==> src/rtl/core_muldiv_ctrl_pkg.sv <==
// ============================================================================
// core_muldiv_ctrl_pkg
//   Shared types for the iterative multiply/divide unit.
//   Rev 1.0
// ============================================================================
`default_nettype none

package core_muldiv_ctrl_pkg;

  typedef enum logic [0:0] {
    MD_MUL = 1'b0,
    MD_DIV = 1'b1
  } md_op_t;

  typedef enum logic [1:0] {
    S_IDLE = 2'd0,
    S_MUL  = 2'd1,
    S_DIV  = 2'd2,
    S_DONE = 2'd3
  } md_state_t;

  localparam logic [3:0] OPCODE_MUL = 4'd8;
  localparam logic [3:0] OPCODE_DIV = 4'd9;

  // Only OPCODE_DIV selects the divider; any other code routed here multiplies.
  function automatic md_op_t md_op_decode(input logic [3:0] opcode);
    md_op_decode = (opcode == OPCODE_DIV) ? MD_DIV : MD_MUL;
  endfunction

endpackage

`default_nettype wire

==> src/rtl/core_muldiv_ctrl_if.sv <==
// ============================================================================
// core_muldiv_ctrl_if
//   Request/response bundle between the EX stage and the mul/div controller.
//   Rev 1.0
// ============================================================================
`default_nettype none

interface core_muldiv_ctrl_if #(parameter int DATA_W = 32);
  import core_muldiv_ctrl_pkg::*;

  logic              start;
  md_op_t            op;
  logic [DATA_W-1:0] opa;
  logic [DATA_W-1:0] opb;
  logic              flush;
  logic              ex_halt;
  logic              busy;
  logic              done;
  logic [DATA_W-1:0] result;
  logic [DATA_W-1:0] result_hi;
  logic              dz;

  modport master (
    output start, op, opa, opb, flush,
    input  ex_halt, busy, done, result, result_hi, dz
  );

  modport slave (
    input  start, op, opa, opb, flush,
    output ex_halt, busy, done, result, result_hi, dz
  );

endinterface

`default_nettype wire

==> src/rtl/core_md_dp.sv <==
// ============================================================================
// core_md_dp
//   Shift register and shared add/subtract for radix-2 multiply/divide.
//   Rev 1.0
// ============================================================================
`default_nettype none

module core_md_dp
  import core_muldiv_ctrl_pkg::*;
#(
  parameter int DATA_W = 32
) (
  input  logic              clk,
  input  logic              rst,
  input  logic              load,
  input  logic              step,
  input  md_op_t            op,
  input  logic [DATA_W-1:0] opa,
  input  logic [DATA_W-1:0] opb,
  output logic [DATA_W-1:0] hi_nxt,
  output logic [DATA_W-1:0] lo_nxt
);

  logic              r_is_div;
  logic [DATA_W-1:0] r_opd;
  logic [DATA_W-1:0] r_hi;
  logic [DATA_W-1:0] r_lo;

  logic [DATA_W:0] w_a;
  logic [DATA_W:0] w_b;
  logic [DATA_W:0] w_sum;

  // Single adder: subtraction is add of the inverted operand plus one.
  always_comb begin
    w_a   = r_is_div ? {r_hi, r_lo[DATA_W-1]} : {1'b0, r_hi};
    w_b   = {1'b0, (r_is_div || r_lo[0]) ? r_opd : {DATA_W{1'b0}}};
    w_sum = w_a + (r_is_div ? ~w_b : w_b) + {{DATA_W{1'b0}}, r_is_div};
  end

  always_comb begin
    hi_nxt = r_hi;
    lo_nxt = r_lo;
    if (r_is_div) begin
      if (!w_sum[DATA_W]) begin
        hi_nxt = w_sum[DATA_W-1:0];
        lo_nxt = {r_lo[DATA_W-2:0], 1'b1};
      end else begin
        hi_nxt = {r_hi[DATA_W-2:0], r_lo[DATA_W-1]};
        lo_nxt = {r_lo[DATA_W-2:0], 1'b0};
      end
    end else begin
      hi_nxt = w_sum[DATA_W:1];
      lo_nxt = {w_sum[0], r_lo[DATA_W-1:1]};
    end
  end

  always_ff @(posedge clk) begin
    if (rst) begin
      r_is_div <= 1'b0;
      r_opd    <= '0;
      r_hi     <= '0;
      r_lo     <= '0;
    end else if (load) begin
      r_is_div <= (op == MD_DIV);
      r_opd    <= (op == MD_DIV) ? opb : opa;
      r_hi     <= '0;
      r_lo     <= (op == MD_DIV) ? opa : opb;
    end else if (step) begin
      r_hi <= hi_nxt;
      r_lo <= lo_nxt;
    end
  end

endmodule

`default_nettype wire

==> src/rtl/core_muldiv_ctrl.sv <==
// ============================================================================
// core_muldiv_ctrl
//   Iterative MUL/DIV controller: FSM, step counter, halt and result regs.
//   Rev 1.0
// ============================================================================
`default_nettype none

module core_muldiv_ctrl
  import core_muldiv_ctrl_pkg::*;
#(
  parameter int DATA_W = 32
) (
  input  logic                 clk,
  input  logic                 rst,
  core_muldiv_ctrl_if.slave    md
);

  localparam int CNT_W = $clog2(DATA_W) + 1;

  md_state_t         r_state;
  md_state_t         w_state_nxt;
  logic [CNT_W-1:0]  r_cnt;
  logic [DATA_W-1:0] r_result;
  logic [DATA_W-1:0] r_result_hi;
  logic              r_dz;

  logic              w_accept;
  logic              w_dz_req;
  logic              w_busy;
  logic              w_step;
  logic              w_last;
  logic [DATA_W-1:0] w_hi_nxt;
  logic [DATA_W-1:0] w_lo_nxt;

  assign w_accept = (r_state == S_IDLE) && md.start && !md.flush;
  assign w_dz_req = w_accept && (md.op == MD_DIV) && (md.opb == '0);
  assign w_busy   = (r_state == S_MUL) || (r_state == S_DIV);
  assign w_step   = w_busy && !md.flush;
  assign w_last   = w_step && (r_cnt == CNT_W'(1));

  core_md_dp #(.DATA_W(DATA_W)) u_dp (
    .clk    (clk),
    .rst    (rst),
    .load   (w_accept),
    .step   (w_step),
    .op     (md.op),
    .opa    (md.opa),
    .opb    (md.opb),
    .hi_nxt (w_hi_nxt),
    .lo_nxt (w_lo_nxt)
  );

  always_comb begin
    w_state_nxt = r_state;
    case (r_state)
      S_IDLE: begin
        if (w_accept) begin
          if (w_dz_req)              w_state_nxt = S_DONE;
          else if (md.op == MD_DIV)  w_state_nxt = S_DIV;
          else                       w_state_nxt = S_MUL;
        end
      end
      S_MUL, S_DIV: begin
        if (md.flush)    w_state_nxt = S_IDLE;
        else if (w_last) w_state_nxt = S_DONE;
      end
      S_DONE:  w_state_nxt = S_IDLE;
      default: w_state_nxt = S_IDLE;
    endcase
  end

  always_ff @(posedge clk) begin
    if (rst) begin
      r_state     <= S_IDLE;
      r_cnt       <= '0;
      r_result    <= '0;
      r_result_hi <= '0;
      r_dz        <= 1'b0;
    end else begin
      r_state <= w_state_nxt;
      if (w_accept)    r_cnt <= CNT_W'(DATA_W);
      else if (w_step) r_cnt <= r_cnt - CNT_W'(1);
      // Results are captured from the datapath's next value on the final step.
      if (w_dz_req) begin
        r_result    <= '1;
        r_result_hi <= md.opa;
        r_dz        <= 1'b1;
      end else if (w_last) begin
        r_result    <= w_lo_nxt;
        r_result_hi <= w_hi_nxt;
        if (r_state == S_DIV) r_dz <= 1'b0;
      end
    end
  end

  assign md.ex_halt   = w_accept || w_busy;
  assign md.busy      = w_busy;
  assign md.done      = (r_state == S_DONE);
  assign md.result    = r_result;
  assign md.result_hi = r_result_hi;
  assign md.dz        = r_dz;

endmodule

`default_nettype wire

==> src/flat_wrapper.sv <==
// flat-port wrapper written by rule: the top's interface ports become plain ports
module core_muldiv_ctrl_flat import core_muldiv_ctrl_pkg::*;
#(
  parameter int DATA_W = 32
)
  (clk, rst, md_start, md_op, md_opa, md_opb, md_flush, md_ex_halt, md_busy, md_done, md_result, md_result_hi, md_dz);
  core_muldiv_ctrl_if #(.DATA_W(DATA_W)) md_i ();
  input  logic clk;
  input  logic rst;
  input wire logic [$bits(md_i.start)-1:0] md_start;
  input wire logic [$bits(md_i.op)-1:0] md_op;
  input wire logic [$bits(md_i.opa)-1:0] md_opa;
  input wire logic [$bits(md_i.opb)-1:0] md_opb;
  input wire logic [$bits(md_i.flush)-1:0] md_flush;
  output wire logic [$bits(md_i.ex_halt)-1:0] md_ex_halt;
  output wire logic [$bits(md_i.busy)-1:0] md_busy;
  output wire logic [$bits(md_i.done)-1:0] md_done;
  output wire logic [$bits(md_i.result)-1:0] md_result;
  output wire logic [$bits(md_i.result_hi)-1:0] md_result_hi;
  output wire logic [$bits(md_i.dz)-1:0] md_dz;
  assign md_i.start = md_start;
  assign md_i.op = md_op;
  assign md_i.opa = md_opa;
  assign md_i.opb = md_opb;
  assign md_i.flush = md_flush;
  assign md_ex_halt = md_i.ex_halt;
  assign md_busy = md_i.busy;
  assign md_done = md_i.done;
  assign md_result = md_i.result;
  assign md_result_hi = md_i.result_hi;
  assign md_dz = md_i.dz;
  core_muldiv_ctrl #(.DATA_W(DATA_W)) u_core (.clk(clk), .rst(rst), .md(md_i));
endmodule
==> config.mk <==
export PLATFORM = sky130hd
export DESIGN_NAME = core_muldiv_ctrl_flat
export DESIGN_NICKNAME = d
export VERILOG_FILES = /design/src/rtl/core_muldiv_ctrl_pkg.sv /design/src/rtl/core_muldiv_ctrl_if.sv /design/src/rtl/core_md_dp.sv /design/src/rtl/core_muldiv_ctrl.sv /design/src/flat_wrapper.sv
export SDC_FILE = /design/constraint.sdc
export NUM_CORES = 1
export LEC_CHECK = 0
export CAP_MARGIN = 20
export CELL_PAD_IN_SITES_DETAIL_PLACEMENT = 0
export CELL_PAD_IN_SITES_GLOBAL_PLACEMENT = 1
export CORE_UTILIZATION = 46
export CTS_BUF_LIST = sky130_fd_sc_hd__clkbuf_2
export DETAILED_ROUTE_END_ITERATION = 6
export HOLD_SLACK_MARGIN = 0.08
export PLACE_DENSITY = 0.91
export SLEW_MARGIN = 15
export SYNTH_ARGS = -nofsm -noshare
export SYNTH_HDL_FRONTEND = slang
export SYNTH_SLANG_ARGS = --single-unit
==> constraint.sdc <==
create_clock -name clk -period 6.4 [get_ports clk]
set_input_delay 1.28 -clock clk [delete_from_list [all_inputs] [get_ports clk]]
set_output_delay 1.28 -clock clk [all_outputs]
set_load 0.02 [all_outputs]
==> Word level (Yosys, flattened, before mapping) <==
Cells that the tools add are included.
{ "op_classes": {"bitwise": 1, "reduce_logical": 19, "n_eq_ne": 6, "addsub": 3, "mux": 26} }
{ "op_table": {"columns": ["operator", "n"], "rows": [
  ["two-way mux 32 bit", 12],
  ["two-way mux 33 bit", 2],
  ["adder 33 x 1 -> 33 bit", 1],
  ["adder 33 bit", 1],
  ["inverter 32 -> 33 bit", 1],
  ["zero test 32 bit", 1],
  ["two-way mux 6 bit", 2],
  ["two-way mux 2 bit", 5],
  ["equality test 6 x 1 -> 1 bit (second input constant)", 1],
  ["logical AND 1 bit", 6],
  ["case mux 2 bit (3 select lines)", 1],
  ["nonzero test 2 bit", 3],
  ["subtractor 6 x 1 -> 6 bit (second input constant)", 1],
  ["equality test 2 bit (second input constant)", 2],
  ["two-way mux 1 bit", 4],
  ["AND reduction 2 bit", 2],
  ["OR reduction 2 bit", 2],
  ["logical OR 1 bit", 3],
  ["!= test 3 x 2 -> 1 bit (second input constant)", 1],
  ["equality test 2 x 1 -> 1 bit (second input constant)", 1],
  ["zero test 2 bit", 1],
  ["!= test 2 x 1 -> 1 bit (second input constant)", 1],
  ["zero test 1 bit", 1]
]} }
{ "totals": {"elab_cells": 65, "register_bits": 170} }

==> Logic depth before layout (Yosys ltp) <==
Gate-level depths: netlist of the first run.
{ "depth": {"depth_word": 10, "mapped_depth": 19, "mapped_depth_nobuf": 15} }

==> Cells and area by module <==
A second synthesis of the first run with hierarchy kept.
{ "hier_totals": {"cells_unflattened": 1461, "hier_area_um2": 11613.6} }
{ "modules_own_cells": {"columns": ["module", "cells_per_inst", "n_inst", "area_per_inst_um2"], "rows": [
  ["core_md_dp", 1098, 1, 8323.0],
  ["core_muldiv_ctrl", 363, 1, 3290.7]
]} }

==> Worst setup path before layout of the first run <==
No wires, ideal clock.
{ "synth_timing": {"path_kind": "register to register", "startpoint": "register u_core.u_dp.r_is_div", "endpoint": "register u_core.r_result_hi[0], in the netlist u_core.md.result_hi[0]", "t_required_ns": 6.329, "path_stages_with_launch": 18, "n_path_buf": 5, "slack_ns": 1.977, "setup_ns": 0.071, "synth_period_minus_slack_ns": 4.423, "arrival_ns": 4.353, "cell_sequence": "dfxtp_1 -> clkbuf_1 -> clkbuf_1 -> clkbuf_1 -> mux2_2 -> ha_1 -> buf_6 -> a211oi_2 -> nor2_1 -> o41ai_2 -> nand3_2 -> o2111a_1 -> a211oi_4 -> buf_6 -> mux2_2 -> o21ai_0 -> nand2_1 -> a21oi_1"} }
{ "synth_via": {"elab_chain_cells": 10, "word_cells_on_any_way": 11, "classes_between": "add/sub (2); mux (7); bitwise (1); reduce/logical (1)"} }
{ "synth_rtl": {"columns": ["element", "line", "source"], "rows": [
  ["start: declaration", "core_md_dp.sv:24", "logic r_is_div;"],
  ["start signal: assignment", "core_md_dp.sv:64", "r_is_div <= (op == MD_DIV);"],
  ["logical OR 1 bit", "core_md_dp.sv:36", "w_b = {1'b0, (r_is_div || r_lo[0]) ? r_opd : {DATA_W{1'b0}}};"],
  ["two-way mux 32 bit", "core_md_dp.sv:36", null],
  ["inverter 32 -> 33 bit", "core_md_dp.sv:37", "w_sum = w_a + (r_is_div ? ~w_b : w_b) + {{DATA_W{1'b0}}, r_is_div};"],
  ["two-way mux 33 bit", "core_md_dp.sv:37", null],
  ["adder 33 bit", "core_md_dp.sv:37", null],
  ["adder 33 x 1 -> 33 bit", "core_md_dp.sv:37", null],
  ["two-way mux 32 bit", "core_md_dp.sv:44", "if (!w_sum[DATA_W]) begin"],
  ["two-way mux 32 bit (*)", "core_md_dp.sv:43", "if (r_is_div) begin"],
  ["two-way mux 32 bit (*)", "core_muldiv_ctrl.sv:88", "end else if (w_last) begin"],
  ["two-way mux 32 bit (*)", "core_muldiv_ctrl.sv:84", "if (w_dz_req) begin"],
  ["end signal: assignment", "core_muldiv_ctrl.sv:86", "r_result_hi <= md.opa;"],
  ["end signal: assignment", "core_muldiv_ctrl.sv:90", "r_result_hi <= w_hi_nxt;"],
  ["end: declaration", "core_muldiv_ctrl.sv:24", "logic [DATA_W-1:0] r_result_hi;"]
]} }
Every way passes the cells marked *; elsewhere a longest branch is shown, timed or not. The select of a mux whose other input is x is not followed.
A chain may end at the register's enable or synchronous reset.

==> Worst setup path after layout of the first run <==
{ "layout_timing": {"startpoint": "register u_core.u_dp.r_is_div", "endpoint": "register u_core.r_result_hi[10], in the netlist u_core.md.result_hi[10]"} }
Same word-level chain as after synthesis.

==> impl_results.md, run 1 <==
- Outcome: completed
- Nets: around 1500
- Tightest Pin Transition: approximately 1.1 ns
- Largest net degree at the start of global routing: around 160
- # H-tree levels: 4
- Starting Density: 0.471
- Dominant cell type by area after synthesis: dfxtp_1
- Number of synthesized flops with an enable pin: 0
- Syn_nets: 1468
- Req. time, crit path: 7.09 ns
- Synthesized area: around 11000 um^2
- Row count: 55
- RSZ-0062 raised after global routing: false
- Global Route Usage Sum: 0.275
- Vias post-DR: 10300
- Hold Fails Final Rpt: 0
- Die area: 23900 um^2
- Post_cts resized: 0
- Clock Sinks: 170
- Crit path capture type: register
- #FFs+latches synth: 170
- # DRC: 0
- Area Overhead vs Synth: 15.5%
- WL per Instance: 19.2 um
- MaxCap Viol Count: 0
- CTS clk-pin slew, worst paths: about 0.28 ns
- Rel. slew slack: 0.280
- CORE AREA: 22700 um^2
- Port buffer count: roughly 140
- Worst hold start: u_core.u_dp.r_hi[23]
- Placer Congestion: approximately 0.86
- Post-DP HPWL: around 24000 um
- CTS tree: done
- Hold depth: 2
- Max-slew violation count: 0
- CP bufs+invs: 3
- Max VDD drop: roughly 0.25 mV
- Share of layout cells above drive strength 1: 0.0701
- Setup Crit Path Kind: register to register
- Main synth FF type: dfxtp_1
- Area contributors post-synth: dfxtp_1 (32%), mux2i_1 (10%), a21oi_1 (6.4%), nor2_1 (6.2%), a211oi_1 (5.0%)
- Fmax: 210 MHz
- Synth top cells by count: nor2_1 (177), dfxtp_1 (170), a21oi_1 (137), nand2_1 (116), mux2i_1 (108)
- Mapped Avg Cell Area: between 7 and 8 um^2
- Clk_skew: slightly above 0.05 ns
- CP startpoint kind: register
- Post-Syn Instances: 1362
- Crit-path max FO: about 150
- WL final: between 30000 and 40000 um
- Worst-path cell chain: buf_12, nor2b_2, buf_4, nand2_1, o21ai_0, ha_1, a21oi_1, nand2_1, o21ai_1, o21ai_2, o2111a_1, a211oi_4, buf_4, mux2_2, a211oi_1, a211oi_1, nor3_1
- Sequential fraction of the synthesis area: 0.318
- Routed vias/inst: 5.97
- Hold Path Class: register to register
- LEAKAGE: 4.69 nW
- Hold path endpoint: u_core.u_dp.r_hi[23]
- Final setup TNS: 0 ns
- DIE HEIGHT: 154 um
- WP data arrival: 5.46 ns
- Period utilization: 0.745
- Post-CTS setup buffers: 0
- WP depth: 17
- Post-synth ARST share: 0
- Reg2reg setup slack: 1.63 ns
- Detail Route Antenna Nets: 0
- Worst r2r path cells: 17
- Horiz. Die Dim: between 150 and 200 um
- First-pass GRT wire length: 52000 um
- FF-to-FF End: u_core.md.result_hi[10]
- First-pass DRT Iterations: 5
- CTS max path bufs: 2
- Global route total overflow: 0
- Iter 0 DRT Violations: between 800 and 900
- Power density over the cells: 249 nW/um^2
- Hold buffers post-CTS: 0
- Pwr Total: roughly 3 mW
- Setup violators final: 0
- Cell variety after synth: 72
- Root Buffer: clkbuf_2
- Initial antenna violation count: 1
- Synth warnings: 0
- CP max stage delay: between 0.5 and 0.6 ns
- R2R Path Start: u_core.u_dp.r_is_div
- Number of global-route vias before repair: 9370
- CP max-delay cell: buf_12
- Worst skew pair latency: 0.77 ns
- Crit path time final: 4.77 ns
- Crit path max-delay family: compound AO/OA/AOI/OAI gates
- Most common cell in the netlist: nor2_1
- I/O pins: between 100 and 150
- Top cell type's share of synthesized area: 0.318
- CTS buffer count: 17
[cell families (layout without fill, tap and decap cells)]
family          count (synthesis)  after routing  share of synthesized area
fa+ha+maj                      37             37                     0.0440
mux                           138            138                      0.133
buf+inv                       124            202                     0.0463
compound gates                447            447                      0.262
other cells                     0              2                          0
simple gates                  413            413                      0.169
flops                         170            170                      0.318
xor+xnor                       33             33                     0.0270
[power breakdown]
part | leakage [nW] | switching, mW | total [mW] | internal (mW)
sequential | 1.38 | 0.131 | 1.33 | 1.20
combinational | 3.19 | 0.761 | 1.21 | 0.445
clock | 0.115 | 0.395 | 0.533 | 0.138
total | 4.69 | 1.29 | 3.07 | 1.78
[sequential cells by signal, summed over array words and instances (netlist names)]
| name | count |
|---|---|
| u_core.u_dp.r_opd | 32 |
| u_core.r_state | 2 |
| u_core.md.result | 32 |
| u_core.md.dz | 1 |
| u_core.u_dp.r_is_div | 1 |
| u_core.u_dp.r_hi | 32 |
| u_core.md.result_hi | 32 |
| u_core.u_dp.r_lo | 32 |
| u_core.r_cnt | 6 |
[through the flow]
| step | hold slack, ns | cell area, um^2 | instances | util | setup WS (ns) |
|---|---|---|---|---|---|
| floorplan | 0.441 | 10700 | 1362 | - | 1.98 |
| global placement | 0.468 | 12100 | 1695 | 0.534 | 1.84 |
| detailed placement | 0.472 | 12100 | 1695 | 0.534 | 1.76 |
| CTS | 0.500 | 12300 | 1725 | 0.543 | 1.72 |
| global route | 0.518 | 12300 | 1727 | 0.544 | 1.29 |
| finish | 0.501 | 12300 | 1727 | 0.544 | 1.63 |
[worst max path at each step]
stage	start	to	slack, ns
2_1_floorplan	u_core.u_dp.r_is_div	u_core.md.result_hi[0]	1.98
3_3_place_gp	u_core.u_dp.r_is_div	u_core.md.result_hi[10]	1.84
3_5_place_dp	u_core.u_dp.r_is_div	u_core.md.result_hi[10]	1.76
4_1_cts	u_core.u_dp.r_is_div	u_core.md.result_hi[10]	1.72
5_1_grt	u_core.u_dp.r_is_div	u_core.md.result_hi[10]	1.29
6_report	u_core.u_dp.r_is_div	u_core.md.result_hi[10]	1.63
[layer usage]
| layer | vias to the layer above | routed length [um] | GRT usage |
|---|---|---|---|
| li1 | 5108 | - | - |
| met1 | 4826 | 15900 | 0.403 |
| met2 | 333 | 14600 | 0.419 |
| met3 | 39 | 2090 | 0.0387 |
| met4 | 0 | 533 | 0.0698 |
| met5 | - | 0 | 0 |
[worst min-delay path, stage by stage (launching register included)]
cell and delay (ns):
dfxtp_1 0.39, nand2_1 0.06, a21oi_1 0.05
[cells in the final DEF, fill, tap and decap left out, types with 20 or more instances in the layout]
cell type / n
nor2_1: 176
dfxtp_1: 169
a21oi_1: 137
clkdlybuf4s50_1: 134
nand2_1: 116
mux2i_1: 108
o21ai_0: 106
a211oi_1: 71
ha_1: 36
mux2_2: 30
nor3_1: 26
nand3_1: 26
xnor2_1: 25
a22oi_1: 21
inv_1: 20
[cell type report]
| class | count | area [um^2] |
|---|---|---|
| Multi-Input combinational cell | 1068 | 6810 |
| Inverter | 20 | 75.1 |
| Timing Repair Buffer | 152 | 1490 |
| Tap cell | 285 | 357 |
| Clock inverter | 13 | 121 |
| Fill cell | 2212 | 10400 |
| Clock buffer | 17 | 85.1 |
| Sequential cell | 170 | 3410 |
| Antenna cell | 2 | 5.00 |
(Power assumes the default switching activity.)
==> run 2: changes to the inputs <==
--- a/config.mk
+++ b/config.mk
@@ -8,11 +8,11 @@
 export CAP_MARGIN = 20
 export CELL_PAD_IN_SITES_DETAIL_PLACEMENT = 0
 export CELL_PAD_IN_SITES_GLOBAL_PLACEMENT = 1
-export CORE_UTILIZATION = 46
+export CORE_UTILIZATION = 43
 export CTS_BUF_LIST = sky130_fd_sc_hd__clkbuf_2
 export DETAILED_ROUTE_END_ITERATION = 6
 export HOLD_SLACK_MARGIN = 0.08
-export PLACE_DENSITY = 0.91
+export PLACE_DENSITY = 0.86
 export SLEW_MARGIN = 15
 export SYNTH_ARGS = -nofsm -noshare
 export SYNTH_HDL_FRONTEND = slang
==> constraint.sdc (replaced) <==
create_clock -name clk -period 4.45 [get_ports clk]
set_input_delay 0.89 -clock clk [delete_from_list [all_inputs] [get_ports clk]]
set_output_delay 0.89 -clock clk [all_outputs]
set_load 0.02 [all_outputs]
==> run 2 against run 1 <==
Cell count is 3.2% higher. Setup slack got worse by 1.4 ns. Critical path type unchanged. Global-route usage decreased by 0.61 points.
==> impl_results.md, run 2 (same netlist as run 1, synthesis figures left out) <==
- First-pass GRT wire length: ~54000 um
- CTS buffer count: 17
- Iter 0 DRT Violations: 728
- Most common cell after layout, fill and taps aside: nor2_1
- Rel. slew slack: 0.353
- Hold buffers post-CTS: 0
- Nets: around 1600
- Max VDD drop: ~0.26 mV
- Share of layout cells above drive strength 1: 0.0830
- R2R Path Start: u_core.u_dp.r_is_div
- Fmax: roughly 240 MHz
- Tightest Pin Transition: 0.967 ns
- Post-CTS setup buffers: 0
- # H-tree levels: 4
- Worst-path cell chain: buf_4, mux2_2, ha_1, a211oi_1, o21ai_0, a32o_1, and2_4, o2111a_1, a211oi_4, buf_12, mux2_2, a211oi_1, a211oi_1, nor3_1
- Multi-input gate area: 6820 um^2
- Port buffer count: around 140
- MaxCap Viol Count: 0
- Clock Sinks: 170
- Req. time, crit path: 5.16 ns
- Routed vias/inst: 5.84
- Max-slew violation count: 0
- CTS clk-pin slew, worst paths: between 0.2 and 0.3 ns
- Horiz. Die Dim: between 150 and 200 um
- Hold depth: 2
- CTS tree: done
- CP dominant cell by count: a211oi_1
- Hold Fails Final Rpt: 0
- CP startpoint kind: register
- WL per Instance: between 15 and 20 um
- Worst setup margin: approximately 0.25 ns
- Crit path time final: roughly 4.2 ns
- Die area: between 20000 and 30000 um^2
- Clk_skew: around 0.034 ns
- Final setup TNS: 0 ns
- Area Overhead vs Synth: 17.5%
- CP max stage delay: ~0.51 ns
- Root Buffer: clkbuf_2
- Starting Density: 0.440
- Setup Crit Path Kind: register to register
- First-pass DRT Iterations: 5
- Post_cts resized: 0
- Hold Path Class: register to register
- Detail Route Antenna Nets: 0
- Row count: 57
- Number of global-route vias before repair: approximately 9600
- Crit-path max FO: 34
- Placer Congestion: 0.878
- Worst hold start: u_core.md.result[31]
- CORE AREA: approximately 24000 um^2
- Setup violators final: 0
- LEAKAGE: 4.79 nW
- Power density over the cells: between 300 and 400 nW/um^2
- Filler instances: 2382
- Worst r2r path cells: 14
- FF-to-FF End: u_core.md.result_hi[10]
- DIE HEIGHT: ~160 um
- I/O pins: approximately 140
- CP max-delay cell: dfxtp_4
- Largest net degree at the start of global routing: 69
- Worst skew pair latency: 0.76 ns
- Post-DP HPWL: between 20000 and 30000 um
- # DRC: 0
- Initial antenna violation count: 1
- Place WS: about 0.26 ns
- Crit path from: u_core.u_dp.r_is_div
- WP data arrival: roughly 4.9 ns
- RSZ-0062 raised after global routing: false
- Global route total overflow: 0
- Outcome: completed
- Hold path endpoint: u_core.md.result[31]
- Crit path capture type: register
- Period utilization: 0.944
- Highest-count cells in the layout ignoring fill and taps: nor2_1 (176), dfxtp_1 (169), a21oi_1 (137)
- WL final: 34700 um
- Vias post-DR: 10400
- Global Route Usage Sum: 0.269
- Reg2reg setup slack: 0.25 ns
- FF/Latch Area: roughly 3400 um^2
- CTS max path bufs: 2
[run 2: layer usage]
metal / track usage / vias up / share of wire
met4: 0.0647 / 0 / 0.017
li1: - / 5134 / -
met5: 0 / - / 0
met2: 0.404 / 360 / 0.43
met3: 0.0366 / 39 / 0.060
met1: 0.401 / 4880 / 0.49
[run 2: how the worst max path moves through the flow]
| stage | endpoint | slack [ns] | depth (start not counted) |
|---|---|---|---|
| 2_1_floorplan | u_core.md.result_hi[0] | 0.03 | 17 |
| 3_3_place_gp | u_core.md.result_hi[16] | 0.37 | 14 |
| 3_5_place_dp | u_core.md.result_hi[16] | 0.26 | 14 |
| 4_1_cts | u_core.md.result_hi[16] | 0.19 | 14 |
| 5_1_grt | u_core.md.result_hi[15] | 0.009 | 16 |
| 6_report | u_core.md.result_hi[10] | 0.25 | 14 |
[run 2: critical path: cells and delay by family (launching register included)]
family          cells  cell delay (ns)
compound gates      7             1.52
fa+ha+maj           1             0.39
mux                 2             0.75
simple gates        2             0.35
flops               1             0.51
buf+inv             2             0.61
[run 2: where the power goes]
part	leakage [nW]	switching [mW]	internal (mW)
combinational	3.29	1.12	0.673
clock	0.120	0.554	0.200
sequential	1.38	0.191	1.73
[run 2: per-stage QoR]
| step | std cells | area (um^2) | utilization | hold slack, ns | power (mW) |
|---|---|---|---|---|---|
| finish | 1783 | 12600 | 0.517 | 0.506 | 4.47 |
| global route | 1783 | 12600 | 0.517 | 0.531 | 4.73 |
| detailed placement | 1751 | 12300 | 0.507 | 0.480 | 3.69 |
| CTS | 1781 | 12500 | 0.515 | 0.502 | 4.45 |
| floorplan | 1362 | 10700 | - | 0.441 | 3.12 |
| global placement | 1751 | 12300 | 0.507 | 0.461 | 3.68 |
[run 2: final cells by class]
cell class,count,area share
Multi-Input combinational cell,1068,0.543
Clock inverter,11,0.00807
Tap cell,324,0.0323
Clock buffer,19,0.00757
Sequential cell,170,0.271
Inverter,20,0.00598
Timing Repair Buffer,169,0.131
Antenna cell,2,0.000398
==> variant 1, RTL diff (config.mk and constraints of run 2) <==
The 4 states of `md_state_t` get a one-hot encoding in 4 bits.
--- a/src/rtl/core_muldiv_ctrl_pkg.sv
+++ b/src/rtl/core_muldiv_ctrl_pkg.sv
@@ -12,11 +12,11 @@
     MD_DIV = 1'b1
   } md_op_t;
 
-  typedef enum logic [1:0] {
-    S_IDLE = 2'd0,
-    S_MUL  = 2'd1,
-    S_DIV  = 2'd2,
-    S_DONE = 2'd3
+  typedef enum logic [3:0] {
+    S_IDLE = 4'b0001,
+    S_MUL  = 4'b0010,
+    S_DIV  = 4'b0100,
+    S_DONE = 4'b1000
   } md_state_t;
 
   localparam logic [3:0] OPCODE_MUL = 4'd8;
Check against the original RTL: no difference found for any inputs over 10 cycles, from zero or initial values and one cycle with rst high; not proved beyond that.
==> variant 1 against run 2 <==
Design area decreased by 0.13%; setup slack improved by 0.011 ns; sequential cell count increased by 2; count of clock-buffer cells in the layout increased by 2; area after synthesis decreased by 0.53%; final cell count decreased by 3.8%; clock skew increased by 0.011 ns; hold slack got worse by 0.015 ns; routed wire length decreased by 2.3%; critical path type unchanged; largest cell class unchanged.
Power is not compared: it rests on default switching activity, and its combinational part moved more than twofold at a synthesized area within 25%.
==> variant 1: results (changes against run 2) <==
Syn Area/Cell: 8.24 sq um (+4.9%)
WL final: 33,900 um (-2.3%)
HPWL Detailed: 25,400 um (-0.21%)
vias in the first global route: 9,574 (-0.24%)
largest net degree at the start of global routing: 89 (+29%)
worst slew pin tran: 0.979 ns (+0.0125 ns)
fin cells: 1,716 (-3.8%)
RePlAce Congestion: 0.875 (-0.42%)
Hold Path Origin: rst
crit path DAT: 4.88 ns (-0.03 ns)
GR Util met1: 39.1% (-0.99 points)
sequential share of the synthesized area: 32.4% (+0.55 points)
fillers: 2,335 (-2.0%)
Synth cell types: 76 (+5.6%)
top cells by area, synth: dfxtp_1 (32%), mux2i_1 (11%), a21oi_1 (5.8%)
final clock skew: 0.0447 ns (+0.0108 ns)
commonest cells in the netlist: dfxtp_1 (172), a21oi_1 (123), nor2_1 (116)
HP Class: primary input to flop
drt initial violations: 758 (+4.1%)
Worst-Skew Late Latency: 0.79 ns (+0.03 ns)
global-route wire length before repair: 53,400 um (-1.9%)
GR Util met2: 39.5% (-0.86 points)
Synth Area in Compound Gates: 26.7% (+0.47 points)
syn_nets: 1,394 (-5.0%)
worst r2r dst: u_core.md.result_hi[15]
DP Area: 12,300 sq um (-0.59%)
met3 usage: 3.54% (-0.12 points)
mux share of post-synthesis cell area: 14.3% (+1.0 points)
total track usage: 26.5% (-0.32 points)
Reg clk slew, reported paths: 0.23 ns (-0.02 ns)
max incr delay on CP: 0.57 ns (+0.06 ns)
via count: 10,100 (-2.6%)
Adder-Cell Fraction of Synth Area: 4.07% (-0.33 points)
status: finished, final reports clean
[variant 1: cell families after synthesis]
logic type,after synthesis
compound gates,442
simple gates,341
flops,172
mux,148
buf+inv,120
xor+xnor,34
fa+ha+maj,34
[variant 1: metal layers]
layer,wire length (um),vias up
met3,1910,56
met5,0,-
li1,-,4989
met2,14600,323
met1,16600,4777
met4,870,0
[variant 1: per-stage QoR]
| stage | setup WS (ns) | utilization (%) | power [uW] |
|---|---|---|---|
| floorplan | 0.285 | - | 2030 |
| global placement | 0.405 | 50.4 | 2240 |
| detailed placement | 0.354 | 50.4 | 2240 |
| CTS | 0.285 | 51.6 | 3170 |
| global route | 0.00659 | 51.6 | 3290 |
| finish | 0.260 | 51.6 | 3160 |
[variant 1: timing repair]
item                       in CTS  in global routing
gates resized for setup         0                  1
hold buffers                    0                  0
setup endpoints to repair       0                  2
[variant 1: area by class of cell]
type	instances	area, sq um	area share (%)
clock inverter	11	169	1.35
clock buffer	21	105	0.838
timing repair buffer	171	1630	13.0
sequential	172	3450	27.5
multi-input combinational	999	6720	53.6
inverter	17	63.8	0.509
tap	324	405	3.23
antenna	1	2.50	0.0199
[variant 1: power groups by stage]
stage	Clock, uW	Combinational (uW)	Sequential [uW]
floorplan	0	372	1660
global route	1010	623	1660
CTS	951	566	1650
global placement	0	561	1680
finish	932	573	1650
detailed placement	0	562	1680
[variant 1: critical path, delay by kind of cell, from the launching register on]
| kind | cells | cell delay, ns |
|---|---|---|
| buffers and inverters | 3 | 0.79 |
| muxes | 2 | 0.75 |
| xor gates and xnor gates | 1 | 0.23 |
| DFF | 1 | 0.57 |
| AOI/OAI and AO/OA | 4 | 0.74 |
| and+or+nand+nor | 3 | 0.67 |
| adders and majority gates | 1 | 0.35 |
==> variant 2, RTL diff (flow settings as in run 2) <==
Without the edit above. `DATA_W` is set to 32 in 4 places; all go to 16.
--- a/src/rtl/core_muldiv_ctrl_if.sv
+++ b/src/rtl/core_muldiv_ctrl_if.sv
@@ -5,7 +5,7 @@
 // ============================================================================
 `default_nettype none
 
-interface core_muldiv_ctrl_if #(parameter int DATA_W = 32);
+interface core_muldiv_ctrl_if #(parameter int DATA_W = 16);
   import core_muldiv_ctrl_pkg::*;
 
   logic              start;
--- a/src/rtl/core_md_dp.sv
+++ b/src/rtl/core_md_dp.sv
@@ -8,7 +8,7 @@
 module core_md_dp
   import core_muldiv_ctrl_pkg::*;
 #(
-  parameter int DATA_W = 32
+  parameter int DATA_W = 16
 ) (
   input  logic              clk,
   input  logic              rst,
--- a/src/rtl/core_muldiv_ctrl.sv
+++ b/src/rtl/core_muldiv_ctrl.sv
@@ -8,7 +8,7 @@
 module core_muldiv_ctrl
   import core_muldiv_ctrl_pkg::*;
 #(
-  parameter int DATA_W = 32
+  parameter int DATA_W = 16
 ) (
   input  logic                 clk,
   input  logic                 rst,
--- a/src/flat_wrapper.sv
+++ b/src/flat_wrapper.sv
@@ -1,7 +1,7 @@
 // flat-port wrapper written by rule: the top's interface ports become plain ports
 module core_muldiv_ctrl_flat import core_muldiv_ctrl_pkg::*;
 #(
-  parameter int DATA_W = 32
+  parameter int DATA_W = 16
 )
   (clk, rst, md_start, md_op, md_opa, md_opb, md_flush, md_ex_halt, md_busy, md_done, md_result, md_result_hi, md_dz);
   core_muldiv_ctrl_if #(.DATA_W(DATA_W)) md_i ();
Ports: changed (resized md_opa, md_opb, md_result and md_result_hi); port bits go from 137 to 73. No check against the original RTL was run, so the function may have changed too.
==> variant 2 against run 2 <==
Utilization rose by 0.33 points; setup slack improved by 0.24 ns; largest power group is now combinational cells; final cell count fell by 47%; power fell by 43%; hold slack got worse by 0.031 ns; routed wire length fell by 47%; clock skew fell by 0.00069 ns; sequential cell count fell by 81; largest cell class unchanged; maximum frequency rose by 6.1%; area after synthesis fell by 47%; first-iteration DRC count fell by 30%; design area fell by 47%.
==> variant 2: results (changes against run 2) <==
relative slew slack: 28.1% (-7.2 points)
fraction of area in multi-input gates: 55.2% (+0.91 points)
worst r2r dst: u_core.md.result_hi[9]
crit path DAT: 4.48 ns (-0.43 ns)
met2 wire len: 8620 um (-43%)
Combinational Power Share: 45.0% (+4.8 points)
XOR/XNOR share of the synthesized area: 2.30% (-0.41 points)
per-cell routed wire length: 19.5 um (+0.27%)
Synth cell types: 63 (-13%)
layout cells sized above 1: 9.60% (+1.3 points)
syn_nets: 778 (-47%)
Hold Path Origin: u_core.md.dz
Adder-Cell Fraction of Synth Area: 4.73% (+0.33 points)
status: finished, final reports clean
Mapped Cells: 720 (-47%)
global-route wire length before repair: 29,100 um (-47%)
commonest cells in the netlist: dfxtp_1 (89), nor2_1 (87), nand2_1 (74)
FF+latch count: 89 (-48%)
vias in the first global route: 5,232 (-45%)
drt initial violations: 512 (-30%)
HPWL Detailed: 13,700 um (-46%)
ClkCell Share: 1.26% (-0.30 points)
Worst-Skew Late Latency: 0.62 ns (-0.14 ns)
#MultiIn Comb: 561 (-47%)
RePlAce Congestion: 0.940 (+7.0%)
worst vdd ir: 0.000287 V (+10%)
mux share of post-synthesis cell area: 12.9% (-0.34 points)
Place WS: 0.646 ns (+0.388 ns)
met3 WL: 1190 um (-43%)
final clock skew: 0.0332 ns (-0.000689 ns)
GR Util met1: 35.7% (-4.4 points)
crit path max fanout: 20 (-41%)
hold slack: 0.475 ns (-0.0311 ns)
number of buffers created by CTS: 9 (-8)
max incr delay on CP: 0.55 ns (+0.04 ns)
leak pwr: 0.00243 uW (-49%)
Layout Nets: 824 (-47%)
sequential share of the synthesized area: 31.2% (-0.67 points)
H-tree depth: 3 (-1)
Synth Area in Compound Gates: 25.3% (-0.90 points)
Non-clock buffers: 87 (-49%)
Register Area: 1780 sq um (-48%)
fillers: 1,240 (-48%)
R2R cell count: 12 (-2)
Psw: 1090 uW (-42%)
clk pwr: 363 uW (-52%)
I/O Buffers: 72 (-47%)
met3 usage: 4.86% (+1.2 points)
Inserted Diodes: 0 (-2)
Hold EP: u_core.md.dz
total track usage: 26.8% (about the same)
[variant 2: worst max-delay path by stage]
stage,startpoint,endpoint,depth (start not counted)
after floorplan,u_core.u_dp.r_is_div,u_core.u_dp.r_hi[10],14
after global placement,u_core.u_dp.r_is_div,u_core.md.result_hi[8],12
after detailed placement,u_core.u_dp.r_is_div,u_core.md.result_hi[2],12
after CTS,u_core.u_dp.r_is_div,u_core.md.result_hi[9],12
after global routing,u_core.u_dp.r_is_div,u_core.md.result_hi[8],12
final,u_core.u_dp.r_is_div,u_core.md.result_hi[9],12
[variant 2: worst register-to-register path: stages, from the launching register on]
cell and delay [ns]:
dfxtp_2 0.55, inv_1 0.22, buf_4 0.26, o21ai_0 0.32
ha_1 0.40, a21o_1 0.21, a21oi_1 0.43, o211ai_1 0.23
a211oi_4 0.36, buf_4 0.26, mux2i_1 0.11, a211o_1 0.32
a311oi_2 0.23
